**src/rtl/alu_arbiter.sv**
```systemverilog
// Round-robin arbiter sharing one ALU between two requesters. One operation is in flight at a time.
// The ALU inputs are driven from registers, and the result returns on the owner's response channel.
module alu_arbiter #(
    parameter int unsigned WIDTH   = 32,
    parameter int unsigned ALU_LAT = 1
) (
    input  logic             clk,
    input  logic             rst_n,
    input  logic             req0_valid,
    output logic             req0_ready,
    input  logic [WIDTH-1:0] req0_a,
    input  logic [WIDTH-1:0] req0_b,
    input  logic [2:0]       req0_ctrl,
    output logic             rsp0_valid,
    input  logic             rsp0_ready,
    output logic [WIDTH-1:0] rsp0_data,
    output logic             rsp0_z,
    input  logic             req1_valid,
    output logic             req1_ready,
    input  logic [WIDTH-1:0] req1_a,
    input  logic [WIDTH-1:0] req1_b,
    input  logic [2:0]       req1_ctrl,
    output logic             rsp1_valid,
    input  logic             rsp1_ready,
    output logic [WIDTH-1:0] rsp1_data,
    output logic             rsp1_z,
    output logic [WIDTH-1:0] alu_rs1,
    output logic [WIDTH-1:0] alu_rs2,
    output logic [2:0]       alu_ctrl,
    input  logic [WIDTH-1:0] alu_rd,
    input  logic             alu_z,
    output logic             busy
);

    localparam int unsigned CTRL_W = 3;
    localparam int unsigned CNT_W  = 2;

    typedef enum logic [1:0] {
        IDLE = 2'd0,
        EXEC = 2'd1,
        RESP = 2'd2
    } state_e;

    state_e            state_q, state_d;
    logic              last_grant_q, last_grant_d;
    logic              owner_q, owner_d;
    logic [CNT_W-1:0]  cnt_q, cnt_d;
    logic [WIDTH-1:0]  rs1_q, rs1_d;
    logic [WIDTH-1:0]  rs2_q, rs2_d;
    logic [CTRL_W-1:0] ctrl_q, ctrl_d;
    logic [WIDTH-1:0]  data0_q, data0_d;
    logic [WIDTH-1:0]  data1_q, data1_d;
    logic              z0_q, z0_d;
    logic              z1_q, z1_d;

    logic              winner_c;
    logic              accept_c;
    logic              legal_c;
    logic              rsp_hs_c;
    logic [WIDTH-1:0]  sel_a_c;
    logic [WIDTH-1:0]  sel_b_c;
    logic [CTRL_W-1:0] sel_ctrl_c;

    // A lone requester wins; on a tie the one not served last wins.
    always_comb begin
        winner_c = 1'b0;
        if (req0_valid && req1_valid) begin
            winner_c = ~last_grant_q;
        end else if (req1_valid) begin
            winner_c = 1'b1;
        end
    end

    assign accept_c   = (state_q == IDLE) && (req0_valid || req1_valid);
    assign req0_ready = rst_n && accept_c && !winner_c;
    assign req1_ready = rst_n && accept_c && winner_c;

    assign sel_a_c    = winner_c ? req1_a    : req0_a;
    assign sel_b_c    = winner_c ? req1_b    : req0_b;
    assign sel_ctrl_c = winner_c ? req1_ctrl : req0_ctrl;
    assign rsp_hs_c   = owner_q ? rsp1_ready : rsp0_ready;

    always_comb begin
        case (sel_ctrl_c)
            3'b000, 3'b001, 3'b010, 3'b011, 3'b101: legal_c = 1'b1;
            default:                                legal_c = 1'b0;
        endcase
    end

    // Next-state logic. Illegal ops skip the ALU and answer with data 0 and z set.
    always_comb begin
        state_d      = state_q;
        last_grant_d = last_grant_q;
        owner_d      = owner_q;
        cnt_d        = cnt_q;
        rs1_d        = rs1_q;
        rs2_d        = rs2_q;
        ctrl_d       = ctrl_q;
        data0_d      = data0_q;
        data1_d      = data1_q;
        z0_d         = z0_q;
        z1_d         = z1_q;
        case (state_q)
            IDLE: begin
                if (accept_c) begin
                    owner_d = winner_c;
                    if (legal_c) begin
                        rs1_d   = sel_a_c;
                        rs2_d   = sel_b_c;
                        ctrl_d  = sel_ctrl_c;
                        cnt_d   = CNT_W'(ALU_LAT);
                        state_d = EXEC;
                    end else begin
                        if (winner_c) begin
                            data1_d = '0;
                            z1_d    = 1'b1;
                        end else begin
                            data0_d = '0;
                            z0_d    = 1'b1;
                        end
                        state_d = RESP;
                    end
                end
            end
            EXEC: begin
                if (cnt_q == '0) begin
                    if (owner_q) begin
                        data1_d = alu_rd;
                        z1_d    = alu_z;
                    end else begin
                        data0_d = alu_rd;
                        z0_d    = alu_z;
                    end
                    state_d = RESP;
                end else begin
                    cnt_d = cnt_q - CNT_W'(1);
                end
            end
            RESP: begin
                if (rsp_hs_c) begin
                    last_grant_d = owner_q;
                    state_d      = IDLE;
                end
            end
            default: state_d = IDLE;
        endcase
    end

    always_ff @(posedge clk or negedge rst_n) begin
        if (!rst_n) begin
            state_q      <= IDLE;
            last_grant_q <= 1'b1;
            owner_q      <= 1'b0;
            cnt_q        <= '0;
            rs1_q        <= '0;
            rs2_q        <= '0;
            ctrl_q       <= '0;
            data0_q      <= '0;
            data1_q      <= '0;
            z0_q         <= 1'b0;
            z1_q         <= 1'b0;
        end else begin
            state_q      <= state_d;
            last_grant_q <= last_grant_d;
            owner_q      <= owner_d;
            cnt_q        <= cnt_d;
            rs1_q        <= rs1_d;
            rs2_q        <= rs2_d;
            ctrl_q       <= ctrl_d;
            data0_q      <= data0_d;
            data1_q      <= data1_d;
            z0_q         <= z0_d;
            z1_q         <= z1_d;
        end
    end

    assign busy       = (state_q != IDLE);
    assign rsp0_valid = (state_q == RESP) && !owner_q;
    assign rsp1_valid = (state_q == RESP) && owner_q;
    assign rsp0_data  = data0_q;
    assign rsp1_data  = data1_q;
    assign rsp0_z     = z0_q;
    assign rsp1_z     = z1_q;
    assign alu_rs1    = rs1_q;
    assign alu_rs2    = rs2_q;
    assign alu_ctrl   = ctrl_q;

endmodule

```
**config.mk**
```make
export PLATFORM = sky130hd
export DESIGN_NAME = alu_arbiter
export DESIGN_NICKNAME = d
export VERILOG_FILES = /design/src/rtl/alu_arbiter.sv
export SDC_FILE = /design/constraint.sdc
export NUM_CORES = 1
export LEC_CHECK = 0
export CAP_MARGIN = 10
export CORE_MARGIN = 3
export CORE_UTILIZATION = 42
export CTS_CLUSTER_DIAMETER = 120
export DETAILED_ROUTE_END_ITERATION = 10
export GPL_TIMING_DRIVEN = 0
export PLACE_DENSITY = 0.81
export SLEW_MARGIN = 20
export SYNTH_ARGS = -nofsm -noshare
export SYNTH_HDL_FRONTEND = slang
export SYNTH_SLANG_ARGS = --single-unit
```
**constraint.sdc**
```tcl
create_clock -name clk -period 2.25 [get_ports clk]
set_input_delay 0.225 -clock clk [delete_from_list [all_inputs] [get_ports clk]]
set_output_delay 0.225 -clock clk [all_outputs]
set_load 0.02 [all_outputs]
```
=== Yosys cells after proc, flatten, opt, wreduce, memory -nomap -nowiden ===
Cells that the tools add are included.

* Register bits: 139
* Input port bits: 173
* Output and inout port bits: 138
* Word-level logic and storage cells: 92

* Add/subtract/negate cells: 1
* Equal/unequal tests: 16
* Muxes and demuxes: 40
* Bitwise logic cells: 1
* Reductions and logical operators: 23

{| class="wikitable"
|+ Operators with widths
! operator !! count
|-
| 2-to-1 mux 32 bit || 12
|-
| one-hot mux 32 bit (2 select lines) || 2
|-
| inequality test 2 bit, second input constant || 10
|-
| 2-to-1 mux 1 bit || 14
|-
| 2-to-1 mux 2 bit || 7
|-
| AND reduction 6 bit || 2
|-
| logical AND 1 bit || 7
|-
| == test 3 x 2 -> 1 bit, second input constant || 2
|-
| one-hot mux 2 bit (3 select lines) || 1
|-
| AND reduction 3 bit || 2
|-
| OR reduction 5 bit || 1
|-
| zero test 2 bit || 2
|-
| one-hot mux 1 bit (2 select lines) || 2
|-
| one-hot mux 2 bit (2 select lines) || 1
|-
| AND reduction 2 bit || 2
|-
| AND reduction 4 bit || 1
|-
| nonzero test 2 bit || 2
|-
| == test 3 x 1 -> 1 bit, second input constant || 1
|-
| == test 3 bit, second input constant || 1
|-
| zero test 3 bit || 1
|-
| 2-to-1 mux 3 bit || 1
|-
| == test 2 x 1 -> 1 bit, second input constant || 1
|-
| == test 2 bit, second input constant || 1
|-
| zero test 1 bit || 2
|-
| 3 further kinds || 3
|}

=== Longest topological paths before layout ===
Gate-level depths: netlist (run 1).

* Depth after elaboration: 9
* Depth in mapped cells: 8
* Gate-level depth less buffers: 6

=== Worst setup path after synthesis (run 1) ===
OpenSTA, ideal clock, no wires.

* Path kind: reg2reg
* Start: register cnt_q[0]
* End: register data1_q[10] (netlist: rsp1_data[10])
* Setup time: 0.122 ns
* Arrival: 1.669 ns
* Required time: 2.128 ns
* Path slack: 0.460 ns
* Stages on the path, launching flop included: 8
* Path buffers: 1
* Period minus slack after synthesis: 1.790 ns
* Cell sequence: dfrtp_1 > inv_1 > ha_1 > nor2b_1 > nor3_2 > o311ai_2 > buf_2 > a32o_1

* Longest elaborated chain between the ends: 3

{| class="wikitable"
|+ RTL lines
! element !! RTL line !! source
|-
| from (decl) || 47 || <nowiki>logic [CNT_W-1:0] cnt_q, cnt_d;</nowiki>
|-
| from (signal assigned) || 166 || <nowiki>cnt_q <= cnt_d;</nowiki>
|-
| zero test 2 bit || 126 || <nowiki>if (cnt_q == '0) begin</nowiki>
|-
| inequality test 2 bit (no line) || n/a ||
|-
| AND reduction 6 bit (no line) || n/a ||
|-
| to (signal assigned) || 171 || <nowiki>data1_q <= data1_d;</nowiki>
|-
| to (decl) || 52 || <nowiki>logic [WIDTH-1:0] data1_q, data1_d;</nowiki>
|}

Every way passes these cells.
A chain may end at the register's enable or synchronous reset.

=== Worst setup path after layout (run 1) ===
* Start: register cnt_q[1]
* End: register data0_q[7] (netlist: rsp0_data[7])

* Longest elaborated chain between the ends: 3

{| class="wikitable"
|+ RTL lines
! element !! RTL line !! source
|-
| zero test 2 bit || 126 ||
|-
| inequality test 2 bit (no line) || n/a ||
|-
| AND reduction 6 bit (no line) || n/a ||
|-
| to (signal assigned) || 170 || <nowiki>data0_q <= data0_d;</nowiki>
|-
| to (decl) || 51 || <nowiki>logic [WIDTH-1:0] data0_q, data0_d;</nowiki>
|}

Every way passes these cells.

==> results.sh, run 1 <==
export IMPL_fin_nets=1053
export IMPL_synth_top_flop_cell="dfrtp_1"
export IMPL_grt_max_degree=79
export IMPL_r2r_start="cnt_q[1]"
export IMPL_die_area_um2=17780
export IMPL_core_rowCount=45
export IMPL_finish_instance_area_um2=10870
export IMPL_cp_depth=8
export IMPL_die_width_um=133.3
export IMPL_max_vdd_ir_drop_mv=0.8207
export IMPL_fp_coreArea_um2=15540
export IMPL_ff_latch_area_um2=3480
export IMPL_clk_root_buffer_cell="clkbuf_16"
export IMPL_syn_nets=720
export IMPL_p_per_area_nw_per_um2=1450
export IMPL_period_needed_ns=2.157
export IMPL_post_dp_hpwl_um=17580
export IMPL_cts_buffers=17
export IMPL_cp_required_ns=2.60
export IMPL_globalRouteOverflowTotal=0
export IMPL_io_pin_count=311
export IMPL_wl_per_cell_um=21.22
export IMPL_hold_viol_final=0
export IMPL_synth_seq_area_share_pct=51.10
export IMPL_critPathArrivalTime_ns=2.51
export IMPL_maxSlewViolCount=0
export IMPL_portBuffers=310
export IMPL_drc=0
export IMPL_avgSynthCellArea_um2=12.47
export IMPL_min_period_over_period_pct=95.86
export IMPL_outcome="complete, no violations"
export IMPL_drive_gt1_share_pct=23.26
export IMPL_drt_initial_drc_count=379
export IMPL_synth_top_cell_area_share_pct=50.72
export IMPL_worstSetupStartpoint="cnt_q[1]"
export IMPL_grt_usage_pct=26.01
export IMPL_cpPeakStageDelay_ns=0.44
export IMPL_grt_pass1_wl_um=35990
export IMPL_syn_inst=546
export IMPL_report_final_setup_viol=0
export IMPL_yosysTopAreaCell="dfrtp_1"
export IMPL_start_kind="flip-flop"
export IMPL_worstMarginPinSlew_ns=0.6127
export IMPL_max_slew_margin_pct=59.08
export IMPL_cp_end_kind="flip-flop"
export IMPL_area_delta_synth_final_pct=59.63
export IMPL_max_freq_ghz=0.4637
export IMPL_critPathBufInv=3
export IMPL_n_antenna_cell=0
export IMPL_firstDrtPassIters=5
export IMPL_setup_slack_ns=0.09323
export IMPL_ctsHtreeMaxLevel=4
export IMPL_syn_area_um2=6809
export IMPL_cts_tree="built"
export IMPL_ys_seq_elements=139
export IMPL_synth_edf_count=0
export IMPL_cts_buffer_depth=2
export IMPL_antenna_found_initial=0
export IMPL_yosysWarningCount=0
export IMPL_holdWs_ns=0.3292
export IMPL_critPathSlowestCell="clkbuf_1"
export IMPL_viasPerCell=5.591
export IMPL_r2r_end="rsp0_data[7]"
export IMPL_placed_area_um2=10210
export IMPL_die_height_um=133.3
export IMPL_r2r_cells=8
export IMPL_critPathMaxFanout=10
export IMPL_path_cells="inv_1, ha_1, nor2b_1, nor3_4, buf_4, clkbuf_1, nand4_1, nand3_1"
export IMPL_dp_slack_ns=-0.4337
export IMPL_cp_endpoint="rsp0_data[7]"
export IMPL_place_gp_congestion=0.8377
export IMPL_tns_ns=0
export IMPL_maxCapViolations=0
export IMPL_r2r_slack_ns=0.09
export IMPL_clock_sinks=139
export IMPL_wirelength_um=23360
export IMPL_initial_core_util_pct=43.82
export IMPL_path_class="flip-flop to flip-flop"
export IMPL_fillerInstances=1156
export IMPL_final_cells=1101
export IMPL_clk_latency_ns=0.42
export IMPL_critPathTopFamily="buffers and inverters"
export IMPL_dpl_cell_count=1068
export IMPL_clock_skew_ns=0.01172
export IMPL_drtAntennaViolNets=0
export IMPL_p_leak_nw=4.515
export IMPL_synth_distinct_cells=41
export IMPL_hold_class="primary input to async pin"
export IMPL_path_clk_slew_ns=0.06
export IMPL_grt_pass1_vias=6299
export IMPL_multi_input_area_um2=3059
export IMPL_ys_async_sr_fraction_pct=100.0
export IMPL_num_vias=6156
export IMPL_synth_area_leaders="dfrtp_1 51%, mux2_2 17%, mux2_4 6.6%"
-- power breakdown --
group          switching, mW  internal, mW  leakage (nW)
sequential             0.731          3.69          1.69
combinational           4.35          4.05          2.52
clock                   1.02          1.93         0.303
total                   6.09          9.67          4.52
-- cell type report --
cell class              instances  share of cell area (%)
plain buffers                  50                   2.394
clock buffers                  23                   4.397
clock inverters                 7                   1.278
inverters                       6                  0.2072
multi-input cells             350                   28.15
flip-flops and latches        139                   32.01
well taps                     211                   2.429
repair buffers                315                   29.14
-- flip-flops by register name (all words and copies together) (netlist names) --
register,count
state_q,2
cnt_q,2
alu_rs2,32
alu_ctrl,3
alu_rs1,32
last_grant_q,1
rsp0_data,32
rsp1_data,32
owner_q,1
rsp1_z,1
rsp0_z,1
-- metal layers --
| metal | wire, um | vias up | global-route usage [%] |
|---|---|---|---|
| li1 | - | 2759 | - |
| met1 | 9410 | 3082 | 33.08 |
| met2 | 11950 | 264 | 43.65 |
| met3 | 1284 | 51 | 5.778 |
| met4 | 715 | 0 | 9.657 |
| met5 | 0 | - | 0 |
-- cell usage after synthesis, types with 2 or more instances --
cell type	n
a21oi_1	6
a31oi_1	2
a32o_1	32
and3_1	2
buf_2	20
buf_4	4
buf_6	4
clkbuf_1	23
dfrtp_1	138
inv_1	5
mux2_2	104
mux2_4	30
nand2_1	7
nand2b_1	3
nand3_1	33
nand4_1	64
nor2_1	5
nor2_4	2
nor2b_1	4
nor3_1	3
o21ai_0	34
o31ai_1	2
-- stage by stage --
step / power [mW] / utilization (%)
2_1_floorplan: 8.944 / -
6_report: 15.76 / 69.94
3_5_place_dp: 12.72 / 65.69
4_1_cts: 15.75 / 69.76
3_3_place_gp: 12.55 / 65.48
5_1_grt: 16.56 / 69.94
-- cells by family after synthesis --
| logic type | count (synthesis) | share of synthesized area (%) |
|---|---|---|
| flip-flops | 139 | 51.10 |
| buffers and inverters | 57 | 4.171 |
| AO/OA/AOI/OAI | 81 | 8.839 |
| adder cells (fa/ha/maj) | 1 | 0.1837 |
| multiplexers | 136 | 24.29 |
| AND/OR/NAND/NOR | 132 | 11.41 |
-- what timing repair did --
action	in CTS	in global routing
pin swaps	0	2
hold endpoints to repair	60	0
hold buffers	1	0
gates cloned	0	0
endpoints found under the setup margin	33	32
resized for setup	10	3
buffers inserted	0	3
-- layout by cell type (no fill, tap or decap), types with 7 or more instances in the layout --
master	synthesis	layout
o21ai_0	34	34
clkdlybuf4s50_1	0	305
buf_4	4	8
clkbuf_1	23	25
nand4_1	64	64
clkbuf_16	0	17
a32o_1	32	32
buf_2	20	18
dfrtp_1	138	138
mux2_2	104	104
nand3_1	33	33
mux2_4	30	30
nand2_1	7	7
-- worst min-delay path by stage --
stage                   from       endpoint  depth (start not counted)
6_report               rst_n  rsp0_data[22]                          2
5_1_grt                rst_n  rsp0_data[22]                          2
4_1_cts                rst_n  rsp0_data[22]                          2
3_5_place_dp           rst_n  rsp0_data[22]                          1
3_3_place_gp   rsp1_data[31]  rsp1_data[31]                          1
2_1_floorplan          rst_n    alu_ctrl[0]                          0
Power figures use the tool's default switching activity.
==> run 2, diff against run 1 <==
- CTS_CLUSTER_SIZE: not set -> 40
- RECOVER_POWER: not set -> 25
==> results.sh, run 2 (synthesized netlist as in run 1, its figures left out) <==
export IMPL_gr_max_usage_layer="met2"
export IMPL_globalRouteOverflowTotal=0
export IMPL_antenna_found_initial=0
export IMPL_path_clk_slew_ns=0.06
export IMPL_drc=0
export IMPL_max_freq_ghz=0.4639
export IMPL_ff_latch_area_um2=3480
export IMPL_max_vdd_ir_drop_mv=0.8209
export IMPL_fp_coreArea_um2=15540
export IMPL_worstMarginPinSlew_ns=1.074
export IMPL_cp_end_kind="flip-flop"
export IMPL_maxSlewViolCount=0
export IMPL_critPathMaxFanout=10
export IMPL_report_final_setup_viol=0
export IMPL_grt_usage_pct=26.01
export IMPL_grt_pass1_wl_um=35990
export IMPL_clk_root_buffer_cell="clkbuf_16"
export IMPL_worstSetupStartpoint="cnt_q[1]"
export IMPL_maxCapViolations=0
export IMPL_dp_slack_ns=-0.4337
export IMPL_viasPerCell=5.566
export IMPL_grt_max_degree=79
export IMPL_num_vias=6128
export IMPL_final_cell_mix="305 x clkdlybuf4s50_1, 138 x dfrtp_1, 104 x mux2_2"
export IMPL_final_common_cell="clkdlybuf4s50_1"
export IMPL_finish_instance_area_um2=10850
export IMPL_clock_skew_ns=0.01115
export IMPL_p_per_area_nw_per_um2=1451
export IMPL_start_kind="flip-flop"
export IMPL_cp_required_ns=2.60
export IMPL_cts_buffer_depth=2
export IMPL_area_delta_synth_final_pct=59.34
export IMPL_hold_class="primary input to async pin"
export IMPL_hold_viol_final=0
export IMPL_cts_buffers=17
export IMPL_die_height_um=133.3
export IMPL_setup_slack_ns=0.09425
export IMPL_clock_sinks=139
export IMPL_wl_per_cell_um=21.20
export IMPL_p_leak_nw=4.507
export IMPL_placed_area_um2=10210
export IMPL_die_area_um2=17780
export IMPL_multi_input_area_um2=3059
export IMPL_fin_nets=1053
export IMPL_met1_usage_pct=33.08
export IMPL_path_class="flip-flop to flip-flop"
export IMPL_outcome="complete, no violations"
export IMPL_drt_initial_drc_count=382
export IMPL_die_width_um=133.3
export IMPL_fillerInstances=1158
export IMPL_final_core_util_pct=69.81
export IMPL_r2r_start="cnt_q[1]"
export IMPL_cts_tree="built"
export IMPL_core_rowCount=45
export IMPL_n_antenna_cell=0
export IMPL_min_period_over_period_pct=95.81
export IMPL_grt_pass1_vias=6299
export IMPL_critPathArrivalTime_ns=2.50
export IMPL_drtAntennaViolNets=0
export IMPL_firstDrtPassIters=5
export IMPL_initial_core_util_pct=43.82
export IMPL_max_slew_margin_pct=28.40
export IMPL_ctsHtreeMaxLevel=4
export IMPL_io_pin_count=311
export IMPL_drive_gt1_share_pct=23.26
export IMPL_wirelength_um=23340
export IMPL_period_needed_ns=2.156
export IMPL_portBuffers=310
export IMPL_grt_util_met3_pct=5.778
export IMPL_post_dp_hpwl_um=17580
export IMPL_grt_met2_usage_pct=43.65
export IMPL_place_gp_congestion=0.8377
export IMPL_clk_latency_ns=0.42
==> run 2: metal layers <==
metal / routed length, um / part of all wire [%]
met1: 9371 / 40
met2: 12020 / 51
met3: 1263 / 5.4
met4: 688 / 2.9
met5: 0 / 0
==> run 2: final timing paths <==
path / endpoint / slack, ns / cells past startpoint
setup / recovery: rsp0_data[7] / 0.09 / 8
hold / removal: rsp0_data[22] / 0.32 / 2
setup reg to reg: rsp0_data[7] / 0.09 / 8
hold reg to reg: rsp1_data[17] / 0.49 / 1
max in group asynchronous: alu_rs1[0] / 0.45 / 3
min in group clk: rsp1_z / 0.41 / 3
==> run 2: layout make-up <==
| cell class | count | share of cell area [%] |
|---|---|---|
| clock buffers | 23 | 4.405 |
| well taps | 211 | 2.433 |
| clock inverters | 7 | 1.280 |
| inverters | 6 | 0.2076 |
| repair buffers | 315 | 29.00 |
| multi-input cells | 350 | 28.20 |
| plain buffers | 50 | 2.399 |
| flip-flops and latches | 139 | 32.07 |
==> run 2: what timing repair did <==
item	in CTS	in global routing
setup buffers	0	3
pin swaps	0	2
hold buffers	1	0
gates resized for setup	10	3
hold endpoints to repair	60	0
endpoints found under the setup margin	33	32
==> run 2: report_power, final <==
group,total [mW],switching [mW],internal (mW),leakage (nW)
clock,2.94,1.01,1.93,0.303
combinational,8.39,4.34,4.05,2.51
sequential,4.41,0.729,3.69,1.69
total,15.7,6.08,9.66,4.51
==> run 2: per-stage QoR <==
step	power [mW]	std cells	hold WS (ns)	setup TNS, ns
floorplan	8.944	546	-0.07059	0
global placement	12.55	1067	0.4736	-676.92
detailed placement	12.72	1068	0.1914	-16.47
CTS	15.75	1098	0.3387	0
global route	16.55	1101	0.3514	-0.02204
finish	15.75	1101	0.3206	0
==> run 2: critical path, cell delays in order (launching register included) <==
cell,delay (ns)
dfrtp_1,0.40
inv_1,0.09
ha_1,0.27
nor2b_1,0.11
nor3_4,0.23
buf_4,0.19
clkbuf_1,0.44
nand4_1,0.22
nand3_1,0.15
==> run 3, diff against run 2 <==
- CORE_MARGIN: 3 -> 8
- HOLD_SLACK_MARGIN: not set -> 0.08
==> results.sh, run 3 (synthesized netlist as in run 1, its figures left out) <==
export IMPL_clock_skew_ns=0.008894
export IMPL_fp_coreArea_um2=15890
export IMPL_seq_power_share_pct=27.9
export IMPL_p_leak_nw=4.512
export IMPL_grt_pass1_vias=6376
export IMPL_fillerInstances=1197
export IMPL_clock_sinks=139
export IMPL_worstMarginPinSlew_ns=1.064
export IMPL_path_clk_slew_ns=0.06
export IMPL_area_delta_synth_final_pct=59.81
export IMPL_rsz0062_at_grt="true"
export IMPL_p_int_mw=9.554
export IMPL_dp_slack_ns=-0.4420
export IMPL_min_period_over_period_pct=96.20
export IMPL_grt_pass1_wl_um=37010
export IMPL_io_pin_count=311
export IMPL_cts_tree="built"
export IMPL_hold_viol_final=0
export IMPL_period_needed_ns=2.165
export IMPL_report_final_setup_viol=0
export IMPL_cts_buffers=17
export IMPL_final_cell_mix="305 x clkdlybuf4s50_1, 138 x dfrtp_1, 104 x mux2_2"
export IMPL_viasPerCell=5.486
export IMPL_drc=0
export IMPL_core_rowCount=46
export IMPL_die_width_um=143.3
export IMPL_r2r_start="cnt_q[0]"
export IMPL_place_gp_congestion=0.8632
export IMPL_post_dp_hpwl_um=18830
export IMPL_hold_start="alu_z"
export IMPL_cts_buffer_depth=2
export IMPL_worstSetupStartpoint="last_grant_q"
export IMPL_globalRouteOverflowTotal=0
export IMPL_die_area_um2=20540
export IMPL_portBuffers=310
export IMPL_outcome="complete, no violations"
export IMPL_critPathMaxFanout=10
export IMPL_tns_ns=0
export IMPL_critPathArrivalTime_ns=1.94
export IMPL_firstDrtPassIters=5
export IMPL_final_common_cell="clkdlybuf4s50_1"
export IMPL_die_height_um=143.3
export IMPL_ctsHtreeMaxLevel=4
export IMPL_cp_required_ns=2.03
export IMPL_grt_max_degree=99
export IMPL_num_vias=6100
export IMPL_p_sw_mw=6.171
export IMPL_initial_core_util_pct=42.86
export IMPL_cp_end_kind="primary output"
export IMPL_maxCapViolations=0
export IMPL_max_slew_margin_pct=29.07
export IMPL_max_freq_ghz=0.4620
export IMPL_setup_slack_ns=0.08544
export IMPL_final_cells=1112
export IMPL_drt_initial_drc_count=503
export IMPL_max_vdd_ir_drop_mv=0.7496
export IMPL_drtAntennaViolNets=0
export IMPL_dpl_cell_count=1073
export IMPL_hold_class="primary input to flip-flop"
export IMPL_drive_gt1_share_pct=23.80
export IMPL_start_kind="flip-flop"
export IMPL_clkPwrFrac_pct=18.3
export IMPL_wl_per_cell_um=22.27
export IMPL_antenna_found_initial=0
export IMPL_fin_nets=1056
export IMPL_wirelength_um=24770
export IMPL_holdWs_ns=0.3963
export IMPL_p_per_area_nw_per_um2=1445
export IMPL_grt_usage_pct=23.65
export IMPL_p_sw_share_pct=39.24
export IMPL_clk_root_buffer_cell="clkbuf_16"
export IMPL_total_power_mw=15.72
export IMPL_maxSlewViolCount=0
export IMPL_pwr_share_comb_pct=53.8
export IMPL_clk_latency_ns=0.41
export IMPL_path_class="flip-flop to primary output"
run 3: changes by cell type in the layout (fill, tap and decap cells not counted), sizes merged:
cell / delta
clkbuf: -2
buf: +4
inv: +1
diode: +1
bufinv: -1
clkinvlp: +3
run 3: through the flow:
step                      util [%]  cell area [um^2]
final                        68.50             10880
after global routing         68.49             10880
after CTS                    68.38             10860
after detailed placement     64.30             10210
after global placement       64.10             10180
after floorplan                  -              6809
run 3: critical path: stages, from the launching register on:
cell	delay, ns
dfstp_2	0.38
a21boi_2	0.21
buf_4	0.26
buf_4	0.22
and3_1	0.17
clkdlybuf4s15_2	0.28
run 3: layout make-up:
type / instances / area [um^2] / area share (%)
Multi-Input combinational cell: 350 / 3054 / 28.07
Tap cell: 216 / 270.3 / 2.484
Timing Repair Buffer: 317 / 3181 / 29.23
Clock inverter: 10 / 140.1 / 1.288
Clock buffer: 22 / 464.2 / 4.266
Buffer: 51 / 267.8 / 2.461
Sequential cell: 139 / 3480 / 31.98
Inverter: 6 / 22.52 / 0.2070
Antenna cell: 1 / 2.502 / 0.02300
run 3: repair_timing:
item                                    in CTS  in global routing
gates cloned                                 0                  0
endpoints found under the setup margin      33                 31
hold buffers                                 2                  0
resized for setup                           12                  3
hold endpoints to repair                    43                  0
buffers inserted                             0                  4
pin swaps                                    0                  2
run 3: power groups by stage:
stage / logic [mW] / clock network (mW) / registers (mW)
global placement: 8.24 / 0 / 4.34
finish: 8.46 / 2.87 / 4.39
floorplan: 3.25 / 0 / 5.69
CTS: 8.44 / 2.92 / 4.38
global route: 8.98 / 3.02 / 4.53
detailed placement: 8.36 / 0 / 4.40
run 3: layer usage:
metal  part of all wire, %  global-route usage (%)  vias to the layer above  wire [um]
li1                      -                       -                     2760          -
met1                    39                   28.27                     3064       9598
met2                    51                   39.25                      229      12690
met3                   6.8                   6.238                       47       1692
met4                   3.2                   10.79                        0        790
met5                     0                       0                        -          0
run 3: final timing paths:
kind,end,depth (start not counted),slack (ns)
worst max-delay path,req1_ready,5,0.09
worst max register to register,rsp1_data[15],7,0.09
worst min-delay path,rsp1_z,3,0.40
worst min register to register,rsp1_data[6],1,0.49
min in group asynchronous,rsp1_data[3],3,0.42
max in group asynchronous,alu_rs2[28],3,0.88
